File: src/rtl/grid_display_if.sv
`default_nettype none
// ============================================================================
// Module      : grid_display_if
// Description : Grid-in / video-out bundle between game logic and raster scan.
// Revision    : 1.0 - initial release
// ============================================================================
interface grid_display_if;
    logic                  pix_en;
    logic [20:0][9:0][2:0] grid;
    logic                  hsync;
    logic                  vsync;
    logic                  de;
    logic [3:0]            red;
    logic [3:0]            green;
    logic [3:0]            blue;
    logic                  vblank_pulse;

    modport master (
        output pix_en, grid,
        input  hsync, vsync, de, red, green, blue, vblank_pulse
    );

    modport slave (
        input  pix_en, grid,
        output hsync, vsync, de, red, green, blue, vblank_pulse
    );
endinterface
`default_nettype wire

File: src/rtl/grid_display.sv
`default_nettype none
// ============================================================================
// Module      : grid_display
// Description : VGA raster scan of a 21x10 playfield, snapshot once per frame.
// Revision    : 1.0 - initial release
// ============================================================================
module grid_display #(
    parameter int CELL_SHIFT = 4,
    parameter int GRID_X0    = 240,
    parameter int GRID_Y0    = 72,
    parameter int BORDER_PX  = 2,
    parameter int H_VIS      = 640,
    parameter int H_FP       = 16,
    parameter int H_SYNC     = 96,
    parameter int H_BP       = 48,
    parameter int V_VIS      = 480,
    parameter int V_FP       = 10,
    parameter int V_SYNC     = 2,
    parameter int V_BP       = 33
) (
    input  wire logic       clk,
    input  wire logic       rst,
    grid_display_if.slave   bus
);
    localparam logic [9:0]  c_H_LAST   = 10'(H_VIS + H_FP + H_SYNC + H_BP - 1);
    localparam logic [9:0]  c_V_LAST   = 10'(V_VIS + V_FP + V_SYNC + V_BP - 1);
    localparam logic [9:0]  c_H_VIS    = 10'(H_VIS);
    localparam logic [9:0]  c_V_VIS    = 10'(V_VIS);
    localparam logic [9:0]  c_HS_BEG   = 10'(H_VIS + H_FP);
    localparam logic [9:0]  c_HS_END   = 10'(H_VIS + H_FP + H_SYNC);
    localparam logic [9:0]  c_VS_BEG   = 10'(V_VIS + V_FP);
    localparam logic [9:0]  c_VS_END   = 10'(V_VIS + V_FP + V_SYNC);
    localparam logic [10:0] c_GX0      = 11'(GRID_X0);
    localparam logic [10:0] c_GY0      = 11'(GRID_Y0);
    localparam logic [10:0] c_GW       = 11'(10 << CELL_SHIFT);
    localparam logic [10:0] c_GH       = 11'(21 << CELL_SHIFT);
    localparam logic [10:0] c_BX0      = 11'(GRID_X0 - BORDER_PX);
    localparam logic [10:0] c_BX1      = 11'(GRID_X0 + (10 << CELL_SHIFT) + BORDER_PX);
    localparam logic [10:0] c_BY0      = 11'(GRID_Y0 - BORDER_PX);
    localparam logic [10:0] c_BY1      = 11'(GRID_Y0 + (21 << CELL_SHIFT) + BORDER_PX);

    logic [9:0]            r_hcnt;
    logic [9:0]            r_vcnt;
    logic [20:0][9:0][2:0] r_grid_q;

    logic                  r_s1_vis;
    logic                  r_s1_in_grid;
    logic                  r_s1_in_border;
    logic                  r_s1_hs;
    logic                  r_s1_vs;
    logic [4:0]            r_s1_row;
    logic [3:0]            r_s1_col;

    logic                  r_hsync;
    logic                  r_vsync;
    logic                  r_de;
    logic [11:0]           r_rgb;
    logic                  r_vblank_pulse;

    logic [10:0]           w_hx;
    logic [10:0]           w_vy;
    logic [10:0]           w_dx;
    logic [10:0]           w_dy;
    logic                  w_in_grid;
    logic                  w_in_rect;
    logic                  w_vis;
    logic                  w_hs;
    logic                  w_vs;
    logic                  w_snap;
    logic [2:0]            w_cell;
    logic [11:0]           w_pal;

    assign w_hx      = {1'b0, r_hcnt};
    assign w_vy      = {1'b0, r_vcnt};
    assign w_dx      = w_hx - c_GX0;
    assign w_dy      = w_vy - c_GY0;
    assign w_in_grid = (w_hx >= c_GX0) && (w_dx < c_GW) && (w_vy >= c_GY0) && (w_dy < c_GH);
    assign w_in_rect = (w_hx >= c_BX0) && (w_hx < c_BX1) && (w_vy >= c_BY0) && (w_vy < c_BY1);
    assign w_vis     = (r_hcnt < c_H_VIS) && (r_vcnt < c_V_VIS);
    assign w_hs      = !((r_hcnt >= c_HS_BEG) && (r_hcnt < c_HS_END));
    assign w_vs      = !((r_vcnt >= c_VS_BEG) && (r_vcnt < c_VS_END));
    assign w_snap    = bus.pix_en && (r_hcnt == 10'd0) && (r_vcnt == c_V_VIS);

    // The snapshot is only indexed inside the playfield; outside it the cell reads as empty.
    always_comb begin
        w_cell = 3'd0;
        if (r_s1_in_grid) begin
            w_cell = r_grid_q[r_s1_row][r_s1_col];
        end
    end

    always_comb begin
        case (w_cell)
            3'd1:    w_pal = 12'h0FF;
            3'd2:    w_pal = 12'h00F;
            3'd3:    w_pal = 12'hF80;
            3'd4:    w_pal = 12'hFF0;
            3'd5:    w_pal = 12'h0F0;
            3'd6:    w_pal = 12'hF0F;
            3'd7:    w_pal = 12'hF00;
            default: w_pal = 12'h000;
        endcase
    end

    always_ff @(posedge clk) begin
        if (rst) begin
            r_hcnt         <= '0;
            r_vcnt         <= '0;
            r_grid_q       <= '0;
            r_s1_vis       <= 1'b0;
            r_s1_in_grid   <= 1'b0;
            r_s1_in_border <= 1'b0;
            r_s1_hs        <= 1'b1;
            r_s1_vs        <= 1'b1;
            r_s1_row       <= '0;
            r_s1_col       <= '0;
            r_hsync        <= 1'b1;
            r_vsync        <= 1'b1;
            r_de           <= 1'b0;
            r_rgb          <= '0;
            r_vblank_pulse <= 1'b0;
        end else begin
            r_vblank_pulse <= w_snap;
            if (w_snap) begin
                r_grid_q <= bus.grid;
            end
            if (bus.pix_en) begin
                if (r_hcnt == c_H_LAST) begin
                    r_hcnt <= '0;
                    r_vcnt <= (r_vcnt == c_V_LAST) ? 10'd0 : r_vcnt + 10'd1;
                end else begin
                    r_hcnt <= r_hcnt + 10'd1;
                end

                r_s1_vis       <= w_vis;
                r_s1_in_grid   <= w_in_grid;
                r_s1_in_border <= w_in_rect && !w_in_grid;
                r_s1_hs        <= w_hs;
                r_s1_vs        <= w_vs;
                r_s1_row       <= 5'(w_dy >> CELL_SHIFT);
                r_s1_col       <= 4'(w_dx >> CELL_SHIFT);

                r_hsync <= r_s1_hs;
                r_vsync <= r_s1_vs;
                r_de    <= r_s1_vis;
                if (!r_s1_vis) begin
                    r_rgb <= 12'h000;
                end else if (r_s1_in_grid) begin
                    r_rgb <= w_pal;
                end else if (r_s1_in_border) begin
                    r_rgb <= 12'h888;
                end else begin
                    r_rgb <= 12'h000;
                end
            end
        end
    end

    assign bus.hsync        = r_hsync;
    assign bus.vsync        = r_vsync;
    assign bus.de           = r_de;
    assign bus.red          = r_rgb[11:8];
    assign bus.green        = r_rgb[7:4];
    assign bus.blue         = r_rgb[3:0];
    assign bus.vblank_pulse = r_vblank_pulse;

endmodule
`default_nettype wire

File: src/flat_wrapper.sv
// flat-port wrapper written by rule: the top's interface ports become plain ports
module grid_display_flat 
#(
    parameter int CELL_SHIFT = 4,
    parameter int GRID_X0    = 240,
    parameter int GRID_Y0    = 72,
    parameter int BORDER_PX  = 2,
    parameter int H_VIS      = 640,
    parameter int H_FP       = 16,
    parameter int H_SYNC     = 96,
    parameter int H_BP       = 48,
    parameter int V_VIS      = 480,
    parameter int V_FP       = 10,
    parameter int V_SYNC     = 2,
    parameter int V_BP       = 33
)
  (clk, rst, bus_pix_en, bus_grid, bus_hsync, bus_vsync, bus_de, bus_red, bus_green, bus_blue, bus_vblank_pulse);
  grid_display_if bus_i ();
  input  wire logic clk;
  input  wire logic rst;
  input wire logic [$bits(bus_i.pix_en)-1:0] bus_pix_en;
  input wire logic [$bits(bus_i.grid)-1:0] bus_grid;
  output wire logic [$bits(bus_i.hsync)-1:0] bus_hsync;
  output wire logic [$bits(bus_i.vsync)-1:0] bus_vsync;
  output wire logic [$bits(bus_i.de)-1:0] bus_de;
  output wire logic [$bits(bus_i.red)-1:0] bus_red;
  output wire logic [$bits(bus_i.green)-1:0] bus_green;
  output wire logic [$bits(bus_i.blue)-1:0] bus_blue;
  output wire logic [$bits(bus_i.vblank_pulse)-1:0] bus_vblank_pulse;
  assign bus_i.pix_en = bus_pix_en;
  assign bus_i.grid = bus_grid;
  assign bus_hsync = bus_i.hsync;
  assign bus_vsync = bus_i.vsync;
  assign bus_de = bus_i.de;
  assign bus_red = bus_i.red;
  assign bus_green = bus_i.green;
  assign bus_blue = bus_i.blue;
  assign bus_vblank_pulse = bus_i.vblank_pulse;
  grid_display #(.CELL_SHIFT(CELL_SHIFT), .GRID_X0(GRID_X0), .GRID_Y0(GRID_Y0), .BORDER_PX(BORDER_PX), .H_VIS(H_VIS), .H_FP(H_FP), .H_SYNC(H_SYNC), .H_BP(H_BP), .V_VIS(V_VIS), .V_FP(V_FP), .V_SYNC(V_SYNC), .V_BP(V_BP)) u_core (.clk(clk), .rst(rst), .bus(bus_i));
endmodule
File: config.mk
export PLATFORM = sky130hd
export DESIGN_NAME = grid_display_flat
export DESIGN_NICKNAME = d
export VERILOG_FILES = /design/src/rtl/grid_display_if.sv /design/src/rtl/grid_display.sv /design/src/flat_wrapper.sv
export SDC_FILE = /design/constraint.sdc
export NUM_CORES = 2
export LEC_CHECK = 0
export ABC_CLOCK_PERIOD_IN_PS = 2500
export BUFFER_PORTS_ARGS = -buffer_cell sky130_fd_sc_hd__buf_2
export CAP_MARGIN = 20
export CORE_ASPECT_RATIO = 1.2
export CORE_UTILIZATION = 35
export CTS_BUF_LIST = sky130_fd_sc_hd__clkbuf_16
export CTS_CLUSTER_DIAMETER = 60
export DETAILED_ROUTE_END_ITERATION = 8
export GPL_ROUTABILITY_DRIVEN = 0
export SLEW_MARGIN = 20
export SYNTH_ARGS = -nofsm -noshare
export SYNTH_HDL_FRONTEND = slang
export SYNTH_SLANG_ARGS = --single-unit
File: constraint.sdc
create_clock -name clk -period 2.5 [get_ports clk]
set_input_delay 0.625 -clock clk [delete_from_list [all_inputs] [get_ports clk]]
set_output_delay 0.625 -clock clk [all_outputs]
set_load 0.01 [all_outputs]
==> run summary <==
Logic synthesis
- total standard cell area after synthesis: 29,400 sq um
- number of flops mapped to enable cells by yosys: 0
- proportion of synthesized flip-flops having asynchronous set or reset: 0
- syn nets: 4,202
- total number of yosys warnings: 0
- synthesized flop and latch total: 674
- proportion of synthesized chip area in sequential cells: 0.459
- Post-synth top flop: dfxtp_1
- Post-Syn Instances: 3,556
- Netlist cell types: 83
- average cell area after synthesis: 8.27 sq um

Finish
- Core Util, Final: 0.461
- number of nets in the layout: 4,915
- most common cell after layout, fill and taps aside: nand2_1
- final cell count without fillers: 5,453
- P&R area growth vs syn: 30.5%
- share of layout cells above drive strength 1: 0.286
- leading cell types in the layout, fill and taps excluded: 1,319 x nand2_1, 668 x dfxtp_1, 654 x a21oi_1
- post-route standard cell area excluding fillers: 38,400 sq um

Critical path
- CP Data Required Time: 3.01 ns
- startpoint class of the critical path: flop
- type of the worst setup path: reg2reg
- WP data arrival: 3.51 ns
- cells traversed along the worst timing path: buf_12, buf_8, buf_4, mux4_2, a32o_1, a31oi_1, a311oi_2, a211oi_2, nand4_1, o211ai_1, o22ai_1
- Critical Path Slowest Stage Cell: mux4_2
- largest stage delay on the critical path: 0.52 ns
- highest fanout seen on the critical path: 6
- crit end category: flop
- worst reg2reg setup slack: -0.50 ns

CTS
- TritonCTS buffer count: 75
- count of clock tree sinks: 674
- Clk pin slew, worst setup/hold paths: 0.07 ns
- maximum buffer depth of the clock tree: 3
- TritonCTS clock tree: done
- clock latency on the worst-skew pair: 0.63 ns
- number of H-tree levels: 3
- clock root buffer: clkbuf_16

Placed design
- number of buffer cells added on primary ports: 648
- cell area reported after detailed placement: 35,400 sq um
- setup slack at placement: -0.683 ns
- half-perimeter wire length after detailed placement: 90.3 mm
- placed cell count: 5,284

Power and ir drop
- part of the power in combinational logic: 0.069
- clock share of power: 0.472
- largest vdd supply drop: 0.447 mV
- P_int: 17.9 mW
- Flop pwr share: 0.459
- switching power as a share of total power: 0.238
- Pwr Density: 611 nW/um^2
- Net Switching: 5.59 mW
- total leakage power: 14.1 nW

Route
- Antenna Nets Post-Route: 0
- Final Routed Wirelength: 117 mm
- DR DRC count: 0
- number of DRC violations after detailed-routing iteration 0: 2,556
- number of detailed-routing iterations run before antenna repair: 6
- drt wl/cell: 21.4 um
- detailed-route via count: 28,300
- mean number of vias per cell: 5.20

Floorplan
- Vert. Die Dim: 320 um
- die outline width: 267 um
- overall die area: 85,200 sq um
- core box area: 83,300 sq um
- effective utilization at floorplan: 0.353
- Core Rows: 116
- number of ports placed on the die boundary: 649

STA
- time the final worst path needs with I/O delays and setup: 3.00 ns
- max-slew violation count: 0
- Worst Clk Skew: 0.0338 ns
- Final setup violation count: 6
- max frequency: 333 MHz
- total negative slack for setup checks: -2.89 ns
- unrepaired setup endpoints after global routing: yes
- Max transition margin: 0.555
- final setup margin: -0.501 ns
- fraction of the cycle the final worst path needs: 1.20
- pin slew with the least headroom to its limit: 0.659 ns
- number of hold violations in the final report: 0

Global routing
- largest net degree at the start of global routing: 109
- Overall Global Routing Usage: 0.265
- wire length of the first global-routing pass: 167 mm
- number of global-route vias before repair: 26,700
- overflow left after global routing: 0
- number of antenna violations at the first check in global routing: 14

Run status
- violations in the final reports: setup timing
- run status: finished, violations left

Worst hold path
- Hold/Removal Path Class: in2reg

Flow run
- maximum capacitance violations: 0

-- through the flow --
step	power, mW	hold slack (ns)
after CTS	23.6	0.208
after global placement	12.5	0.439
after floorplan	11.6	0.432
final	23.5	0.238
after global routing	24.2	0.220
after detailed placement	12.5	0.444
-- cell families after synthesis --
logic type               Yosys count  synth area share
multiplexers                     199             0.122
adder cells (fa/ha/maj)           13           0.00553
buffers and inverters            319            0.0497
flip-flops                       674             0.459
XOR/XNOR                          21           0.00625
AO/OA/AOI/OAI                    837             0.157
AND/OR/NAND/NOR                 1493             0.201
-- state kept, by name, summed over array words and instances (netlist names), 4 cells and up --
register / cells
u_core.r_hcnt: 10
u_core.r_rgb: 6
u_core.r_s1_row: 5
u_core.r_vcnt: 10
u_core.r_grid_q: 630
u_core.r_s1_col: 4
-- power groups by stage --
stage               combinational [mW]  clock (mW)  sequential (mW)
finish                            1.62        11.1             10.8
global route                      1.72        11.7             10.8
CTS                               1.60        11.3             10.8
detailed placement                1.47           0             11.0
global placement                  1.46           0             11.0
floorplan                        0.601           0             11.0
-- synthesized netlist by cell type, drive strengths merged (3+ instances only) --
library cell,count,area [sq um]
nand2,1320,4960
nor3,12,60.1
and2,12,75.1
buf,54,379
mux4,124,2820
nand4,9,62.6
inv,18,67.6
a221oi,6,52.6
a211oi,34,255
a32oi,4,35.0
a22oi,31,233
or2,3,18.8
o21ai,27,135
xnor2,13,114
a211o,5,43.8
nor4,7,50.1
a21o,6,45.0
o211ai,9,67.6
a2111oi,4,35.0
clkbuf,244,990
dfxtp,674,13500
ha,13,163
and3,4,25.0
nor2b,16,100
xor2,8,70.1
nor2,60,228
nor3b,4,35.0
a31oi,15,93.8
mux2i,65,651
a311oi,5,50.0
or3,8,50.1
nand2b,8,50.1
nand3,19,95.1
a21oi,657,3290
mux2,10,113
o22ai,11,68.8
-- final timing paths --
| check | from | end | depth (start not counted) |
|---|---|---|---|
| worst min register to register | u_core.r_grid_q[127] | u_core.r_grid_q[127] | 2 |
| worst max-delay path | u_core.r_s1_row[0] | u_core.r_rgb[11] | 11 |
| worst min-delay path | bus_grid[442] | u_core.r_grid_q[442] | 3 |
| worst max register to register | u_core.r_s1_row[0] | u_core.r_rgb[11] | 11 |
-- timing repair --
action | CTS | global route
hold buffers | 0 | 0
cloned | 3 | 0
pin swaps | 13 | 15
gates resized for setup | 41 | 25
buffers inserted | 18 | 9
endpoints found under the setup margin | 6 | 45
-- layer usage --
metal | up-vias | GRT usage | wire length [um]
li1 | 13500 | - | -
met1 | 13400 | 0.323 | 46300
met2 | 1118 | 0.445 | 56100
met3 | 251 | 0.0433 | 7760
met4 | 10 | 0.142 | 6540
met5 | - | 0 | 58
-- critical path: cells and delay by family, from the launching register on --
| kind | cells | cell delay (ns) |
|---|---|---|
| flip-flops | 1 | 0.37 |
| AND/OR/NAND/NOR | 1 | 0.26 |
| buffers and inverters | 3 | 0.42 |
| multiplexers | 1 | 0.52 |
| AO/OA/AOI/OAI | 6 | 1.29 |
-- cell type report --
class                      instances  area [sq um]
inverter                          20          77.6
clock inverter                    59           526
multi-input combinational       2563         14600
tap                             1121          1400
sequential                       674         13500
antenna                            5          12.5
clock buffer                      76          1900
fill                            8252         44900
timing repair buffer             935          6310
Note: power is estimated with default switching activity, not from simulation.
